==> config.mk <==
export PLATFORM = sky130hd
export DESIGN_NAME = masked_match_pipe_flat
export DESIGN_NICKNAME = d
export VERILOG_FILES = /design/src/rtl/masked_match_pipe_if.sv /design/src/rtl/masked_match_pipe.sv /design/src/flat_wrapper.sv
export SDC_FILE = /design/constraint.sdc
export NUM_CORES = 1
export LEC_CHECK = 0
export ABC_AREA = 1
export CORE_MARGIN = 2
export CORE_UTILIZATION = 40
export CTS_CLUSTER_DIAMETER = 100
export DETAILED_ROUTE_END_ITERATION = 10
export GPL_TIMING_DRIVEN = 1
export PLACE_DENSITY_LB_ADDON = 0.2
export RECOVER_POWER = 100
export SETUP_SLACK_MARGIN = 0.05
export SLEW_MARGIN = 10
export SYNTH_ARGS = -nofsm -noshare
export SYNTH_HDL_FRONTEND = slang
export SYNTH_SLANG_ARGS = --single-unit
==> constraint.sdc <==
create_clock -name clk -period 1.4 [get_ports clk]
set_input_delay 0.21 -clock clk [delete_from_list [all_inputs] [get_ports clk]]
set_output_delay 0.21 -clock clk [all_outputs]
set_load 0.02 [all_outputs]
==> src/rtl/masked_match_pipe_if.sv <==
// masked_match_pipe_if
//   Bundles the data/qualifier inputs and the result outputs of
//   masked_match_pipe. The DUT attaches through the slave modport and the
//   producer/consumer side through the master modport.
//
//   Signals:
//     sclr        synchronous clear of valids, hit counter and sticky flag
//     din_valid   qualifies din
//     din         data word under test            [WIDTH]
//     match_valid qualifies the result fields
//     match_vec   bit i = word matched pattern i  [NUM_PAT]
//     any_match   OR of match_vec
//     first_idx   lowest matching pattern index   [IDX_WIDTH]
//     hit_count   saturating count of hit results [CNT_WIDTH]
//     hit_seen    sticky "a hit result was seen"
interface masked_match_pipe_if #(
    parameter int WIDTH     = 8,
    parameter int NUM_PAT   = 4,
    parameter int IDX_WIDTH = 2,
    parameter int CNT_WIDTH = 16
);
    logic                 sclr;
    logic                 din_valid;
    logic [WIDTH-1:0]     din;
    logic                 match_valid;
    logic [NUM_PAT-1:0]   match_vec;
    logic                 any_match;
    logic [IDX_WIDTH-1:0] first_idx;
    logic [CNT_WIDTH-1:0] hit_count;
    logic                 hit_seen;

    modport master (
        output sclr, din_valid, din,
        input  match_valid, match_vec, any_match, first_idx, hit_count, hit_seen
    );

    modport slave (
        input  sclr, din_valid, din,
        output match_valid, match_vec, any_match, first_idx, hit_count, hit_seen
    );
endinterface

==> src/rtl/masked_match_pipe.sv <==
// masked_match_pipe
//   Two-stage registered multi-pattern comparator. Each valid input word is
//   compared against NUM_PAT constant patterns, each with its own per-bit
//   compare mask (1 = compare, 0 = don't care). Results appear exactly two
//   cycles after the word is sampled, one word per cycle, no backpressure.
//
//   Ports:
//     clk    rising-edge clock
//     rst_n  asynchronous active-low reset, clears every register
//     bus    masked_match_pipe_if.slave (sclr, din_valid, din in;
//            match_valid, match_vec, any_match, first_idx, hit_count,
//            hit_seen out)
//
//   Result fields hold their last value while match_valid is low. The hit
//   counter saturates at all-ones; hit_seen is sticky until sclr or reset.
module masked_match_pipe #(
    parameter int                           WIDTH     = 8,
    parameter int                           NUM_PAT   = 4,
    parameter int                           IDX_WIDTH = 2,
    parameter logic [NUM_PAT*WIDTH-1:0]     PATTERNS  = 32'h0F_A0_0C_45,
    parameter logic [NUM_PAT*WIDTH-1:0]     MASKS     = 32'hF0_FF_FF_FF,
    parameter int                           CNT_WIDTH = 16
) (
    input logic                clk,
    input logic                rst_n,
    masked_match_pipe_if.slave bus
);

    if ((2 ** IDX_WIDTH) < NUM_PAT) begin : g_bad_idx_width
        $error("IDX_WIDTH too narrow for NUM_PAT");
    end

    // ------------------------------------------------------------------
    // Stage 1: masked compare against every pattern
    // ------------------------------------------------------------------
    logic [NUM_PAT-1:0] eq;

    // NOTE: every always_comb output gets a default before any conditional
    // logic so no path can leave it unassigned and infer a latch.
    always_comb begin
        eq = '0;
        for (int i = 0; i < NUM_PAT; i++) begin
            eq[i] = ((bus.din ^ PATTERNS[i*WIDTH +: WIDTH]) & MASKS[i*WIDTH +: WIDTH]) == '0;
        end
    end

    logic               s1_valid;
    logic [NUM_PAT-1:0] s1_eq;

    // A word presented together with sclr is dropped, so the load enable
    // and the valid both exclude it.
    logic s1_load;
    assign s1_load = bus.din_valid && !bus.sclr;

    // NOTE: sequential state uses non-blocking assignments so every
    // register samples pre-edge values regardless of block ordering.
    // NOTE: data registers are reset too, because all outputs must read 0
    // while rst_n is low; sclr, by contrast, leaves data registers alone.
    always_ff @(posedge clk or negedge rst_n) begin
        if (!rst_n) begin
            s1_valid <= 1'b0;
            s1_eq    <= '0;
        end else begin
            s1_valid <= s1_load;
            if (s1_load) begin
                s1_eq <= eq;
            end
        end
    end

    // ------------------------------------------------------------------
    // Stage 2: reduce the hit vector, lowest index wins
    // ------------------------------------------------------------------
    logic [IDX_WIDTH-1:0] idx_next;

    // Scanning downward lets the lowest set bit overwrite any higher one.
    always_comb begin
        idx_next = '0;
        for (int i = NUM_PAT - 1; i >= 0; i--) begin
            if (s1_eq[i]) begin
                idx_next = IDX_WIDTH'(i);
            end
        end
    end

    logic                 match_valid_q;
    logic [NUM_PAT-1:0]   match_vec_q;
    logic                 any_match_q;
    logic [IDX_WIDTH-1:0] first_idx_q;

    // An in-flight stage-1 word is discarded by sclr as well.
    logic s2_load;
    assign s2_load = s1_valid && !bus.sclr;

    always_ff @(posedge clk or negedge rst_n) begin
        if (!rst_n) begin
            match_valid_q <= 1'b0;
            match_vec_q   <= '0;
            any_match_q   <= 1'b0;
            first_idx_q   <= '0;
        end else begin
            match_valid_q <= s2_load;
            if (s2_load) begin
                match_vec_q <= s1_eq;
                any_match_q <= |s1_eq;
                first_idx_q <= idx_next;
            end
        end
    end

    // ------------------------------------------------------------------
    // Hit statistics: counted one edge after a hit result is presented
    // ------------------------------------------------------------------
    logic [CNT_WIDTH-1:0] hit_count_q;
    logic                 hit_seen_q;

    always_ff @(posedge clk or negedge rst_n) begin
        if (!rst_n) begin
            hit_count_q <= '0;
            hit_seen_q  <= 1'b0;
        end else if (bus.sclr) begin
            hit_count_q <= '0;
            hit_seen_q  <= 1'b0;
        end else if (match_valid_q && any_match_q) begin
            hit_seen_q <= 1'b1;
            if (hit_count_q != '1) begin
                hit_count_q <= hit_count_q + CNT_WIDTH'(1);
            end
        end
    end

    assign bus.match_valid = match_valid_q;
    assign bus.match_vec   = match_vec_q;
    assign bus.any_match   = any_match_q;
    assign bus.first_idx   = first_idx_q;
    assign bus.hit_count   = hit_count_q;
    assign bus.hit_seen    = hit_seen_q;

endmodule

==> src/flat_wrapper.sv <==
// flat-port wrapper written by rule: the top's interface ports become plain ports
module masked_match_pipe_flat 
#(
    parameter int                           WIDTH     = 8,
    parameter int                           NUM_PAT   = 4,
    parameter int                           IDX_WIDTH = 2,
    parameter logic [NUM_PAT*WIDTH-1:0]     PATTERNS  = 32'h0F_A0_0C_45,
    parameter logic [NUM_PAT*WIDTH-1:0]     MASKS     = 32'hF0_FF_FF_FF,
    parameter int                           CNT_WIDTH = 16
)
  (clk, rst_n, bus_sclr, bus_din_valid, bus_din, bus_match_valid, bus_match_vec, bus_any_match, bus_first_idx, bus_hit_count, bus_hit_seen);
  masked_match_pipe_if #(.WIDTH(WIDTH), .NUM_PAT(NUM_PAT), .IDX_WIDTH(IDX_WIDTH), .CNT_WIDTH(CNT_WIDTH)) bus_i ();
  input logic clk;
  input logic rst_n;
  input wire logic [$bits(bus_i.sclr)-1:0] bus_sclr;
  input wire logic [$bits(bus_i.din_valid)-1:0] bus_din_valid;
  input wire logic [$bits(bus_i.din)-1:0] bus_din;
  output wire logic [$bits(bus_i.match_valid)-1:0] bus_match_valid;
  output wire logic [$bits(bus_i.match_vec)-1:0] bus_match_vec;
  output wire logic [$bits(bus_i.any_match)-1:0] bus_any_match;
  output wire logic [$bits(bus_i.first_idx)-1:0] bus_first_idx;
  output wire logic [$bits(bus_i.hit_count)-1:0] bus_hit_count;
  output wire logic [$bits(bus_i.hit_seen)-1:0] bus_hit_seen;
  assign bus_i.sclr = bus_sclr;
  assign bus_i.din_valid = bus_din_valid;
  assign bus_i.din = bus_din;
  assign bus_match_valid = bus_i.match_valid;
  assign bus_match_vec = bus_i.match_vec;
  assign bus_any_match = bus_i.any_match;
  assign bus_first_idx = bus_i.first_idx;
  assign bus_hit_count = bus_i.hit_count;
  assign bus_hit_seen = bus_i.hit_seen;
  masked_match_pipe #(.WIDTH(WIDTH), .NUM_PAT(NUM_PAT), .IDX_WIDTH(IDX_WIDTH), .PATTERNS(PATTERNS), .MASKS(MASKS), .CNT_WIDTH(CNT_WIDTH)) u_core (.clk(clk), .rst_n(rst_n), .bus(bus_i));
endmodule
==> flow_summary.yaml <==
status:
  outcome: "complete, but fails checks"
  violations: "negative setup slack"
power_and_ir_drop:
  clock_power_share: 0.372
  combinationalPowerShare: 0.110
  report.power.total_w: 0.00175
  power_density_mw_per_mm2: 749
  ir_drop_uv: 411
  switching_power_w: 0.000435
  p_int_w: 0.00131
  p_leak_nw: 1.11
  sw_frac_of_total: 0.249
  p_seq_frac: 0.517
synth:
  synthAdderAreaFrac: 0.00794
  synthMuxAreaShare: 0
  synth-simple-area-share: 0.338
  synth_seq_area_share: 0.477
  syn-cell-area_mm2: 0.00158
  synth.avg_cell_area_um2: 7.80
  synth-compound-area-share: 0.0850
  ys_ff_latch: 30
  synth_top_family_by_area: "simple AND/OR/NAND/NOR gates"
  synth_largest_area_cell: "dfrtp_1"
  ys_types: 28
  synth_xor_area_frac: 0.0389
  ys_warn_count: 0
  yosysTopAreaCellShare: 0.477
  synth_area_leaders: "dfrtp_1, nand2_1, nor2_1"
  syn-instance-count: 202
  synth_nets: 215
critical_path:
  cp_cell_sequence: "nand2_1 -> nor2_4 -> nand2_2 -> buf_4 -> buf_4 -> xor2_1 -> o21ai_1"
  cp-end-kind: "flip-flop"
  worst_ep_arrival_time_ps: 1650
  max_stage_delay_ps: 430
  cp_max_fo: 6
  worstReg2RegEnd: "u_core.bus.hit_count[8]$_DFFE_PN0P_"
  r2r_start: "u_core.bus.hit_count[7]$_DFFE_PN0P_"
  critPathBufInv: 2
  cpLargestDelayFamily: "flip-flops"
  r2r.worst_path.cells: 7
  path_class: "reg -> reg"
  path_common_cell: "buf_4"
  rrSetupSlack_ps: -50
  slowest_stage: "dfrtp_2"
  worstSetupStartpointType: "flip-flop"
  crit_required_ps: 1600
detailed_routing:
  drc: 0
  vias: 1564
  ant_nets: 0
  wl_um: 4200
  drt_iter0_drc: 114
  routed_via_density: 4.97
  wl_per_cell_um: 13.3
  first_pass_iters: 5
sta:
  worst_slack_ps: -45.2
  slew_headroom: 0.487
  tightest_slew_ps: 770
  period_share: 1.03
  setup_viol: 13
  clock_skew_ps: 4.20
  finalMaxSlewViolations: 0
  setup_tns_ps: -169
  rsz0062_at_grt: "true"
  hold_viol_final: 0
  fin_crit_ps: 1450
  fmax_mhz: 692
final_layout:
  fin_cells: 315
  mostFrequentLayoutCell: "nand2_1"
  area_delta_synth_final_pct: 48.0
  drive_gt1_frac: 0.251
  post-route-util: 0.627
  nNetsFinal: 280
  mostFrequentLayoutCells: "nand2_1, dlygate4sd2_1, dfrtp_1"
  diodes: 0
cts:
  htree_levels: 2
  clock_sinks: 30
  cts_buffers: 5
  clk_path_buf_depth: 2
  clk_pin_slew_ps: 60
  postCtsHoldBufs: 0
  clock_latency_ps: 280
  cts_root_buf: "clkbuf_8"
  cts_tree: "done"
grt:
  antenna_found_initial: 0
  grt_max_degree: 31
  grt_pass1_wl_um: 6820
  grt.total_usage: 0.203
  grt_pass1_vias: 1501
  overflow: 0
floorplan:
  die_width_um: 66.8
  initial_utilization: 0.424
  chipHeight_um: 66.8
  core_mm2: 0.00372
  io_pins: 37
  rows: 22
  die-area_mm2: 0.00446
worst_hold_path:
  hold-path-cell-count: 2
  worstHoldStart: "u_core.bus.match_vec[3]$_DFFE_PN0P_"
  hp-class: "reg -> reg"
  hold_end: "u_core.bus.match_vec[3]$_DFFE_PN0P_"
job:
  max-cap-violations: 0
placement:
  placed_cells: 299
  port_buffers: 36
  hpwl_um: 2670
  gpl.final_weighted_congestion: 0.799
==> what timing repair did <==
item,CTS,global route
endpoints found under the setup margin,41,19
buffers inserted,2,5
gates resized for setup,29,35
pin swaps,3,8
gates cloned,1,1
endpoints found under the hold margin,0,0
==> sequential cells by signal, summed over array words and instances (netlist names) <==
| signal | count |
|---|---|
| u_core.bus.hit_seen | 1 |
| u_core.s1_valid | 1 |
| u_core.bus.hit_count | 16 |
| u_core.bus.first_idx | 2 |
| u_core.bus.match_vec | 4 |
| u_core.bus.match_valid | 1 |
| u_core.s1_eq | 4 |
| u_core.bus.any_match | 1 |
==> cells by family after synthesis <==
kind of cell             Yosys count
XOR/XNOR                           7
buffers and inverters             20
flip-flops                        30
AO/OA/AOI/OAI                     24
adder cells (fa/ha/maj)            1
AND/OR/NAND/NOR                  120
==> cells in the mapped netlist <==
cell       n
buf_2      1
o21ai_1    1
o21ai_2    1
clkinv_2   1
and2_4     1
o22ai_1    1
nand3_4    1
nand2_4    1
nand2_2    2
o21ai_0   15
xor2_1     6
o21bai_1   2
nand2_1   64
or2_2      2
xnor2_1    1
nor2_2     3
ha_1       1
nand3_1   12
nor2_1    24
a21oi_1    3
nor3_1     3
nor4_1     1
nand3b_1   1
dfrtp_1   30
a22o_1     1
inv_1     17
nand4_1    5
buf_6      1
==> layout make-up <==
class                      instances  area, µm²
fill                             340       1390
multi-input combinational        154        881
sequential                        30        764
timing repair buffer              58        479
clock buffer                       7       76.3
inverter                          18       70.1
tap                               48       60.1
==> stage by stage <==
step                      instance area, µm²  hold WS [ps]  setup slack [ps]
after floorplan                         1610         -85.6             -23.6
after global placement                  2140           468             -32.0
after detailed placement                2140           483             -58.3
after CTS                               2240           290              1.27
after global routing                    2330           505              -115
final                                   2330           487             -45.2
==> per-layer routing <==
metal / routed length, µm / vias to the layer above / global-route usage
li1: - / 787 / -
met4: 98 / 0 / 0.0791
met5: 0 / - / 0
met1: 2000 / 726 / 0.277
met2: 1890 / 41 / 0.318
met3: 213 / 10 / 0.0389
==> worst reg2reg max path: stages (launching register included) <==
cell and delay, ps:
dfrtp_2 430, nand2_1 150, nor2_4 180, nand2_2 100
buf_4 140, buf_4 120, xor2_1 130, o21ai_1 110
==> power by group through the flow <==
stage	Combinational (W)	Sequential, W	Clock, W
6_report	0.000193	0.000904	0.000650
4_1_cts	0.000195	0.000905	0.000657
2_1_floorplan	0.0000509	0.000944	0
3_3_place_gp	0.000196	0.000919	0
5_1_grt	0.000212	0.000906	0.000694
3_5_place_dp	0.000198	0.000921	0
==> how the worst max path moves through the flow <==
stage                                              from                              endpoint  slack [ps]  cells past startpoint
floorplan           u_core.bus.hit_count[1]$_DFFE_PN0P_   u_core.bus.hit_count[7]$_DFFE_PN0P_         -20                     10
global placement                               bus_sclr   u_core.bus.hit_count[9]$_DFFE_PN0P_         -30                      7
detailed placement                             bus_sclr  u_core.bus.hit_count[11]$_DFFE_PN0P_         -60                      7
CTS                 u_core.bus.hit_count[0]$_DFFE_PN0P_   u_core.bus.hit_count[1]$_DFFE_PN0P_           1                      8
global route        u_core.bus.hit_count[7]$_DFFE_PN0P_  u_core.bus.hit_count[14]$_DFFE_PN0P_        -120                      8
finish              u_core.bus.hit_count[7]$_DFFE_PN0P_   u_core.bus.hit_count[8]$_DFFE_PN0P_         -50                      7
(Power assumes the default switching activity.)
